===== src/rtl/ace_line_pkg.sv =====
// Shared definitions for the ACE multi-line coherence tracker:
// line-state encodings, snoop opcodes, CRRESP bit positions and
// the control FSM state type.
package ace_line_pkg;

    localparam logic [2:0] ST_I  = 3'd0;
    localparam logic [2:0] ST_UC = 3'd1;
    localparam logic [2:0] ST_UD = 3'd2;
    localparam logic [2:0] ST_SC = 3'd3;
    localparam logic [2:0] ST_SD = 3'd4;

    localparam logic [1:0] SNP_RS = 2'd0;
    localparam logic [1:0] SNP_RU = 2'd1;
    localparam logic [1:0] SNP_CI = 2'd2;
    localparam logic [1:0] SNP_MI = 2'd3;

    localparam int CR_DT  = 0;
    localparam int CR_ERR = 1;
    localparam int CR_PD  = 2;
    localparam int CR_IS  = 3;
    localparam int CR_WU  = 4;

    typedef enum logic [0:0] {
        CTL_IDLE = 1'b0,
        CTL_RESP = 1'b1
    } ctl_state_t;

    // Encodings above ST_SD are not legal line states; they read as Invalid.
    function automatic logic [2:0] norm_state(input logic [2:0] s);
        if (s > ST_SD) begin
            return ST_I;
        end else begin
            return s;
        end
    endfunction

endpackage


===== src/rtl/ace_snoop_resp_lut.sv =====
// Combinational snoop lookup: (current line state, snoop opcode) ->
// next line state, CRRESP value and writeback request.
module ace_snoop_resp_lut
    import ace_line_pkg::*;
(
    input  logic [2:0] cur_state,
    input  logic [1:0] snoop,
    output logic [2:0] next_state,
    output logic [4:0] crresp,
    output logic       wb_req
);

    logic [2:0] st_s;

    assign st_s = norm_state(cur_state);

    // Snoop transition table; CRRESP literals are {WU, IS, PD, ERR, DT}.
    always_comb begin
        next_state = ST_I;
        crresp     = 5'b00000;
        wb_req     = 1'b0;
        case (snoop)
            SNP_RS: begin
                case (st_s)
                    ST_UC: begin next_state = ST_SC; crresp = 5'b11001; end
                    ST_UD: begin next_state = ST_SD; crresp = 5'b11001; end
                    ST_SC: begin next_state = ST_SC; crresp = 5'b01000; end
                    ST_SD: begin next_state = ST_SD; crresp = 5'b01001; end
                    default: begin next_state = ST_I; crresp = 5'b00000; end
                endcase
            end
            SNP_RU: begin
                case (st_s)
                    ST_UC:   crresp = 5'b10001;
                    ST_UD:   crresp = 5'b10101;
                    ST_SD:   crresp = 5'b00101;
                    default: crresp = 5'b00000;
                endcase
            end
            SNP_CI: begin
                if ((st_s == ST_UC) || (st_s == ST_UD)) begin
                    crresp = 5'b10000;
                end else begin
                    crresp = 5'b00000;
                end
                if ((st_s == ST_UD) || (st_s == ST_SD)) begin
                    wb_req = 1'b1;
                end else begin
                    wb_req = 1'b0;
                end
            end
            SNP_MI: begin
                if ((st_s == ST_UC) || (st_s == ST_UD)) begin
                    crresp = 5'b10000;
                end else begin
                    crresp = 5'b00000;
                end
            end
            default: begin
                next_state = ST_I;
                crresp     = 5'b00000;
                wb_req     = 1'b0;
            end
        endcase
    end

endmodule


===== src/rtl/ace_line_state_tracker.sv =====
// Five-state (I/UC/UD/SC/SD) coherence tracker for 2**IDX_W lines.
// Arbitrates local requests against AC snoops (snoops win), runs the
// CR response handshake and emits index-tagged action pulses.
// Optional ACE_STATS_EN adds saturating snoop data-transfer and
// writeback counters.
module ace_line_state_tracker
    import ace_line_pkg::*;
#(
    parameter int IDX_W = 3
) (
    input  logic             clk,
    input  logic             rst_n,
    input  logic             req_valid,
    output logic             req_ready,
    input  logic             req_write,
    input  logic [IDX_W-1:0] req_idx,
    input  logic             acvalid,
    output logic             acready,
    input  logic [1:0]       acsnoop,
    input  logic [IDX_W-1:0] acidx,
    output logic             crvalid,
    input  logic             crready,
    output logic [4:0]       crresp,
    output logic             write_main_mem,
    output logic             write_cache,
    output logic             read_main_mem,
    output logic             read_cache,
    output logic [IDX_W-1:0] act_idx,
    input  logic [IDX_W-1:0] query_idx,
    output logic [2:0]       query_state
`ifdef ACE_STATS_EN
    ,
    output logic [15:0]      snoop_dt_cnt,
    output logic [15:0]      wb_cnt
`endif
);

    localparam int NUM_LINES = 1 << IDX_W;

    ctl_state_t       ctl_r;
    ctl_state_t       ctl_nxt_s;
    logic [2:0]       lines_r [NUM_LINES];
    logic             crvalid_r;
    logic [4:0]       crresp_r;
    logic             wmm_r;
    logic             wc_r;
    logic             rmm_r;
    logic             rc_r;
    logic [IDX_W-1:0] act_idx_r;

    logic             snoop_fire_s;
    logic             req_fire_s;
    logic [2:0]       req_cur_s;
    logic [2:0]       lut_next_s;
    logic [4:0]       lut_resp_s;
    logic             lut_wb_s;

    assign acready      = (ctl_r == CTL_IDLE);
    assign req_ready    = (ctl_r == CTL_IDLE) && !acvalid;
    assign snoop_fire_s = (ctl_r == CTL_IDLE) && acvalid;
    assign req_fire_s   = (ctl_r == CTL_IDLE) && !acvalid && req_valid;
    assign req_cur_s    = norm_state(lines_r[req_idx]);

    ace_snoop_resp_lut u_lut (
        .cur_state  (lines_r[acidx]),
        .snoop      (acsnoop),
        .next_state (lut_next_s),
        .crresp     (lut_resp_s),
        .wb_req     (lut_wb_s)
    );

    // Control FSM state register.
    always_ff @(posedge clk or negedge rst_n) begin
        if (!rst_n) begin
            ctl_r <= CTL_IDLE;
        end else begin
            ctl_r <= ctl_nxt_s;
        end
    end

    // Control FSM next state: an accepted snoop holds us in RESP until CR handshake.
    always_comb begin
        ctl_nxt_s = ctl_r;
        case (ctl_r)
            CTL_IDLE: begin
                if (acvalid) begin
                    ctl_nxt_s = CTL_RESP;
                end else begin
                    ctl_nxt_s = CTL_IDLE;
                end
            end
            CTL_RESP: begin
                if (crvalid_r && crready) begin
                    ctl_nxt_s = CTL_IDLE;
                end else begin
                    ctl_nxt_s = CTL_RESP;
                end
            end
            default: ctl_nxt_s = CTL_IDLE;
        endcase
    end

    // Line array, CR response registers and one-cycle action pulses.
    always_ff @(posedge clk or negedge rst_n) begin
        if (!rst_n) begin
            for (int i = 0; i < NUM_LINES; i++) begin
                lines_r[i] <= ST_I;
            end
            crvalid_r <= 1'b0;
            crresp_r  <= 5'b00000;
            wmm_r     <= 1'b0;
            wc_r      <= 1'b0;
            rmm_r     <= 1'b0;
            rc_r      <= 1'b0;
            act_idx_r <= '0;
        end else begin
            wmm_r <= 1'b0;
            wc_r  <= 1'b0;
            rmm_r <= 1'b0;
            rc_r  <= 1'b0;
            if (snoop_fire_s) begin
                lines_r[acidx] <= lut_next_s;
                crvalid_r      <= 1'b1;
                crresp_r       <= lut_resp_s;
                wmm_r          <= lut_wb_s;
                act_idx_r      <= acidx;
            end else if (req_fire_s) begin
                act_idx_r <= req_idx;
                if (req_write) begin
                    lines_r[req_idx] <= ST_UD;
                    wc_r             <= 1'b1;
                    rmm_r            <= (req_cur_s == ST_I);
                end else if (req_cur_s == ST_I) begin
                    lines_r[req_idx] <= ST_UC;
                    rmm_r            <= 1'b1;
                end else begin
                    rc_r <= 1'b1;
                end
            end else if (crvalid_r && crready) begin
                crvalid_r <= 1'b0;
                crresp_r  <= 5'b00000;
            end else begin
                crvalid_r <= crvalid_r;
            end
        end
    end

    assign crvalid        = crvalid_r;
    assign crresp         = crresp_r;
    assign write_main_mem = wmm_r;
    assign write_cache    = wc_r;
    assign read_main_mem  = rmm_r;
    assign read_cache     = rc_r;
    assign act_idx        = act_idx_r;
    assign query_state    = lines_r[query_idx];

`ifdef ACE_STATS_EN
    logic [15:0] dt_cnt_r;
    logic [15:0] wb_cnt_r;

    // Saturating counters; both advance on the snoop-accept edge so they
    // line up with crvalid and the write_main_mem pulse.
    always_ff @(posedge clk or negedge rst_n) begin
        if (!rst_n) begin
            dt_cnt_r <= 16'h0000;
            wb_cnt_r <= 16'h0000;
        end else begin
            if (snoop_fire_s && lut_resp_s[CR_DT] && (dt_cnt_r != 16'hFFFF)) begin
                dt_cnt_r <= dt_cnt_r + 16'h0001;
            end else begin
                dt_cnt_r <= dt_cnt_r;
            end
            if (snoop_fire_s && lut_wb_s && (wb_cnt_r != 16'hFFFF)) begin
                wb_cnt_r <= wb_cnt_r + 16'h0001;
            end else begin
                wb_cnt_r <= wb_cnt_r;
            end
        end
    end

    assign snoop_dt_cnt = dt_cnt_r;
    assign wb_cnt       = wb_cnt_r;
`endif

endmodule


===== config.mk =====
export PLATFORM = sky130hd
export DESIGN_NAME = ace_line_state_tracker
export DESIGN_NICKNAME = d
export VERILOG_FILES = /design/src/rtl/ace_line_pkg.sv /design/src/rtl/ace_snoop_resp_lut.sv /design/src/rtl/ace_line_state_tracker.sv
export SDC_FILE = /design/constraint.sdc
export NUM_CORES = 1
export LEC_CHECK = 0
export ABC_CLOCK_PERIOD_IN_PS = 2390
export CORE_MARGIN = 1.5
export CORE_UTILIZATION = 40
export DETAILED_ROUTE_END_ITERATION = 10
export GPL_TIMING_DRIVEN = 1
export HOLD_SLACK_MARGIN = 0.06
export PLACE_DENSITY_LB_ADDON = 0.2
export SYNTH_ARGS = -nofsm -noshare
export SYNTH_HDL_FRONTEND = slang
export SYNTH_SLANG_ARGS = --single-unit

===== constraint.sdc =====
create_clock -name clk -period 2.39 [get_ports clk]
set_clock_uncertainty 0.1 [all_clocks]
set_input_delay 0.3585 -clock clk [delete_from_list [all_inputs] [get_ports clk]]
set_output_delay 0.3585 -clock clk [all_outputs]
set_load 0.05 [all_outputs]

==> qor.txt, run 1 <==
Run status: complete, no violations
Synth Register Bits: 37
Total gr overflow: 0
GP Congestion: 0.950
Largest net degree at the start of global routing: 38
Antenna violations before repair: 0
Final Cycle Share: 97.8%
Finished Layout Cells: 455
Crit path time final: 2.34 ns
Area of the multi-input gates: 0.00158 mm^2
Hold-fix buffers, CTS: 0
Row Count: 29
Worst setup EP type: flop
Place WS: -0.619 ns
Die H: 84.4 um
Placed cell count: 447
PD cells: 989 mW/mm^2
Final setup vio count: 0
Die area: 0.00712 mm^2
Initial drt markers: 211
WL per Instance: 20.3 um
Vias in the first global route: 2719
Initial Utilization: 41.5%
Final core occ: 58.0%
Vias per Instance: 6.14
Post-detail-place hpwl: 7.19 mm
Final net count: 395
HP Class: in -> async
Worst hold margin: 0.0872 ns
Sink Count: 37
PortBufs: 33
Max-cap viol count: 0
FILL cells: 558
RSZ-0062 raised after global routing: true
CTS tree: built
F_max: 428 MHz
Area added between synthesis and finish: 39.8%
Mapped Nets: 296
Endpoints failing hold: 0
Final instance area: 0.00371 mm^2
Pleak: 1.61 nW
Ant diodes: 0
Slew margin rel.: 41.0%
Register area share after synthesis: 34.9%
Worst path arrival time: 2.40 ns
TNS Setup: 0 ns
Async S/R FF share, synth: 100%
Top-Level Pins: 35
CP Data Required Time: 2.46 ns
Peak VDD IR: 0.586 mV
Sequential cell area: 926 um^2
Worst slew pin tran: 0.885 ns
Pins Over Slew Limit: 0
Worst Reg-to-Reg Cells: 8
Total Wirelength: 9.26 mm
DRC viols: 0
Num CTS Buffers: 5
Worst-Skew Late Latency: 0.29 ns
1st-pass router iterations: 5
Share of cells above drive strength 1: 33.1%
Total power: 3.67 mW
Worst-path clk slew: 0.07 ns
Die width: 84.4 um
Synthesized instance count: 279
Placement Cell Area: 0.00360 mm^2
Cell area after synthesis: 0.00265 mm^2
Unique masters post-synth: 54
Critical path type: in -> reg
Syn. warnings: 0
Startpoint Class: input port
Routed vias: 2794
First-pass GRT wire length: 14.3 mm
Post-synth EDFFs: 0
CTS root buf: clkbuf_8
Avg Cell Area, Syn: 9.50 um^2
Longest Clk Path Bufs: 2
Maximum level of the CTS H-tree: 2
GRT Overall Usage: 26.2%
Worst-path fanout max: 9
Setup WS post-layout: 0.0530 ns
Worst Setup SP: req_idx[0]
Core Footprint: 0.00639 mm^2
Antenna-violating nets left: 0
Primary FF master, synth: dfrtp_1
## final cells by class
cell class | instances | share of cell area (%)
clock buffers | 7 | 2.33
inverters | 13 | 1.32
multi-input cells | 207 | 42.7
flip-flops and latches | 37 | 25.0
well taps | 77 | 2.60
repair buffers | 114 | 26.1
## path summary, 6_finish.rpt
check / to / slack (ns)
setup / recovery: flop / 0.05
hold / removal: lines_r[14] / 0.09
setup reg to reg: flop / 0.07
hold reg to reg: crresp[0] / 0.38
max in group asynchronous: read_main_mem / 1.55
min in group clk: crresp[0] / 0.38
## kinds of logic (layout without fill, tap and decap cells)
logic type             after synthesis  in the layout  synth area share (%)
flip-flops                          37             37                  34.9
AND/OR/NAND/NOR                     99             99                  19.3
buffers and inverters               35            134                  6.37
AO/OA/AOI/OAI                       78             78                  21.3
XOR/XNOR                             4              4                  1.32
multiplexers                        25             25                  16.6
other                                1              1                 0.142
## report_power, final
group	switching (mW)	internal (mW)	total, mW
registers	0.210	0.864	1.07
logic	1.14	1.00	2.14
clock network	0.219	0.229	0.448
## per-layer routing
metal  global-route usage [%]  vias to the layer above  part of all wire (%)
met5                        0                        -                     0
met4                     9.82                        0                   2.8
met3                     4.72                       19                   6.3
met2                     42.6                      130                    48
met1                     35.2                     1390                    43
li1                         -                     1255                     -
## worst max-delay path, cell delays in order
cell	delay (ns)
dlygate4sd2_1	0.41
buf_4	0.23
a2111oi_1	0.07
a211o_1	0.30
buf_4	0.15
nor4_4	0.33
buf_12	0.17
nor3_1	0.05
buf_4	0.15
o32a_1	0.17
## cells in the mapped netlist (4+ instances only)
| library cell | count | area, um^2 |
|---|---|---|
| a21oi_1 | 4 | 20.0 |
| a32o_1 | 4 | 40.0 |
| and3_1 | 4 | 25.0 |
| buf_6 | 4 | 45.0 |
| clkbuf_1 | 12 | 45.0 |
| dfrtp_1 | 37 | 926 |
| inv_1 | 13 | 48.8 |
| mux2_2 | 6 | 67.6 |
| mux4_2 | 14 | 315 |
| nand2_1 | 24 | 90.1 |
| nand2b_1 | 6 | 37.5 |
| nand3_1 | 7 | 35.0 |
| nor2_1 | 26 | 97.6 |
| nor2b_1 | 5 | 31.3 |
| nor3_1 | 9 | 45.0 |
| o21ai_0 | 16 | 80.1 |
| o21bai_1 | 5 | 37.5 |
| o22ai_1 | 19 | 119 |
| o32a_1 | 12 | 120 |
## cells in the final DEF (no fill, tap or decap), drive strengths merged, types with 7 or more instances in the layout
master | netlist | layout
buf | 10 | 86
clkbuf | 12 | 8
clkdlybuf4s50 | 0 | 22
dfrtp | 37 | 37
inv | 13 | 13
mux4 | 14 | 14
nand2 | 24 | 24
nand3 | 7 | 7
nor2 | 26 | 26
nor3 | 10 | 10
o21ai | 16 | 16
o22ai | 19 | 19
o32a | 12 | 12
## timing repair
item	CTS	global route
hold endpoints to repair	0	0
gates resized for setup	10	4
pin swaps	3	0
cloned	0	0
setup endpoints to repair	27	18
buffers inserted	1	0
Power figures use the tool's default switching activity.
==> run 2, diff against run 1 <==
- CORE_ASPECT_RATIO: unset -> 0.7
- CORE_UTILIZATION: 40 -> 50
==> qor.txt, run 2 (synthesis gave the netlist of run 1 again) <==
Startpoint Class: flop
Max-cap viol count: 0
Kind of cell adding the most delay to the critical path: simple AND/OR/NAND/NOR gates
Clock Power Share: 16.3%
Final core occ: 78.4%
CP peak stage delay: 0.50 ns
1st-pass router iterations: 5
Vias in the first global route: 2784
Worst slew pin tran: 0.863 ns
Worst-Skew Late Latency: 0.30 ns
Net switching power: 1.66 mW
Worst setup EP type: flop
Share of cells above drive strength 1: 37.7%
Run status: complete, no violations
CTS tree: built
Comb pwr share: 56.6%
Top-Level Pins: 35
DRC viols: 0
Antenna-violating nets left: 0
First-pass GRT wire length: 14.7 mm
Pleak: 1.70 nW
Post-detail-place hpwl: 7.10 mm
Initial Utilization: 53.6%
Endpoints failing hold: 0
Final instance area: 0.00387 mm^2
Sink Count: 37
Row Count: 21
Longest Clk Path Bufs: 2
Critical path type: reg -> reg
Antenna violations before repair: 0
Placement Cell Area: 0.00358 mm^2
Worst-path clk slew: 0.08 ns
Num CTS Buffers: 5
Finished Layout Cells: 456
Die width: 90.0 um
Total Wirelength: 9.49 mm
Area added between synthesis and finish: 46.1%
Worst path most repeated cell: buf_4
Pins Over Slew Limit: 0
Vias per Instance: 6.39
Die H: 63.9 um
CP Data Required Time: 2.47 ns
Routed vias: 2912
Final net count: 403
Crit path time final: 2.33 ns
Total gr overflow: 0
Leading cell type in the layout, fill and taps excluded: buf_4
Worst path arrival time: 2.41 ns
Worst hold margin: 0.0706 ns
Sequential group share of total power: 27.0%
HP Class: in -> async
PortBufs: 33
Largest net degree at the start of global routing: 38
Initial drt markers: 340
WP buf/inv: 2
Slew margin rel.: 42.4%
Peak VDD IR: 0.711 mV
Final Cycle Share: 97.4%
WL per Instance: 20.8 um
Slowest CP cell: nor4_4
CTS root buf: clkbuf_8
Crit path cell chain: nor2_2, a2111oi_1, a211o_1, nor4_4, buf_4, nor3_1, buf_4, o32a_1
Commonest cells after routing, fill and taps aside: buf_4, dfrtp_1, nor2_1
Placed cell count: 439
Worst-path fanout max: 8
PD cells: 1040 mW/mm^2
Core Footprint: 0.00494 mm^2
GP Congestion: 1.05
Final setup vio count: 0
GRT Overall Usage: 34.0%
Total power: 4.03 mW
Sw Share: 41.2%
Die area: 0.00575 mm^2
Maximum level of the CTS H-tree: 2
F_max: 430 MHz
Int Power: 2.37 mW
Ant diodes: 0
-- run 2: cell types whose count changed in the layout (fill, tap and decap cells not counted), sizes merged --
cell           change
buf                +8
bufinv             +2
clkbuf             -1
clkdlybuf4s50      -1
clkinv             +1
dlygate4sd2        -1
dlymetal6s2s       +1
-- run 2: area by class of cell --
type / count / area, um^2
Multi-Input combinational cell: 207 / 1620
Fill cell: 348 / 1070
Timing Repair Buffer: 122 / 1050
Sequential cell: 37 / 930
Tap cell: 69 / 86.3
Clock buffer: 5 / 68.8
Clock inverter: 3 / 65.1
Inverter: 13 / 48.8
-- run 2: metal layers --
| metal | wire length (um) | global-route usage [%] | vias up | part of all wire [%] |
|---|---|---|---|---|
| li1 | - | - | 1275 | - |
| met1 | 4080 | 46.1 | 1423 | 43 |
| met2 | 4180 | 52.6 | 186 | 44 |
| met3 | 1030 | 9.76 | 28 | 11 |
| met4 | 210 | 10.5 | 0 | 2.2 |
| met5 | 0 | 4.63 | - | 0 |
-- run 2: path summary, 6_finish.rpt --
path | from | end | slack (ns) | depth (start not counted)
max | flop | flop | 0.06 | 8
min | rst_n | asynchronous set/reset pin | 0.07 | 1
max reg2reg | flop | flop | 0.06 | 8
min reg2reg | crresp[0] | crresp[0] | 0.40 | 2
max in group asynchronous | rst_n | asynchronous set/reset pin | 1.53 | 1
min in group clk | crresp[0] | crresp[0] | 0.40 | 2
-- run 2: metrics by stage --
step                      setup TNS [ns]  setup slack [ns]
final                                  0            0.0630
after detailed placement          -12.53            -0.573
after floorplan                        0            0.0930
after global routing             -0.0462           -0.0169
after global placement            -11.70            -0.553
after CTS                              0           0.00938
-- run 2: repair_timing --
action,CTS,global route
resized for setup,17,11
hold buffers,0,0
buffers inserted,6,3
setup endpoints to repair,29,24
pin swaps,5,3
cloned,0,1
-- run 2: power by group through the flow --
| stage | sequential, mW | combinational (mW) | clock [mW] |
|---|---|---|---|
| after floorplan | 1.26 | 0.987 | 0 |
| after CTS | 1.08 | 2.18 | 0.656 |
| after global routing | 1.11 | 2.40 | 0.682 |
| final | 1.09 | 2.28 | 0.657 |
| after detailed placement | 1.09 | 2.08 | 0 |
| after global placement | 1.07 | 2.04 | 0 |
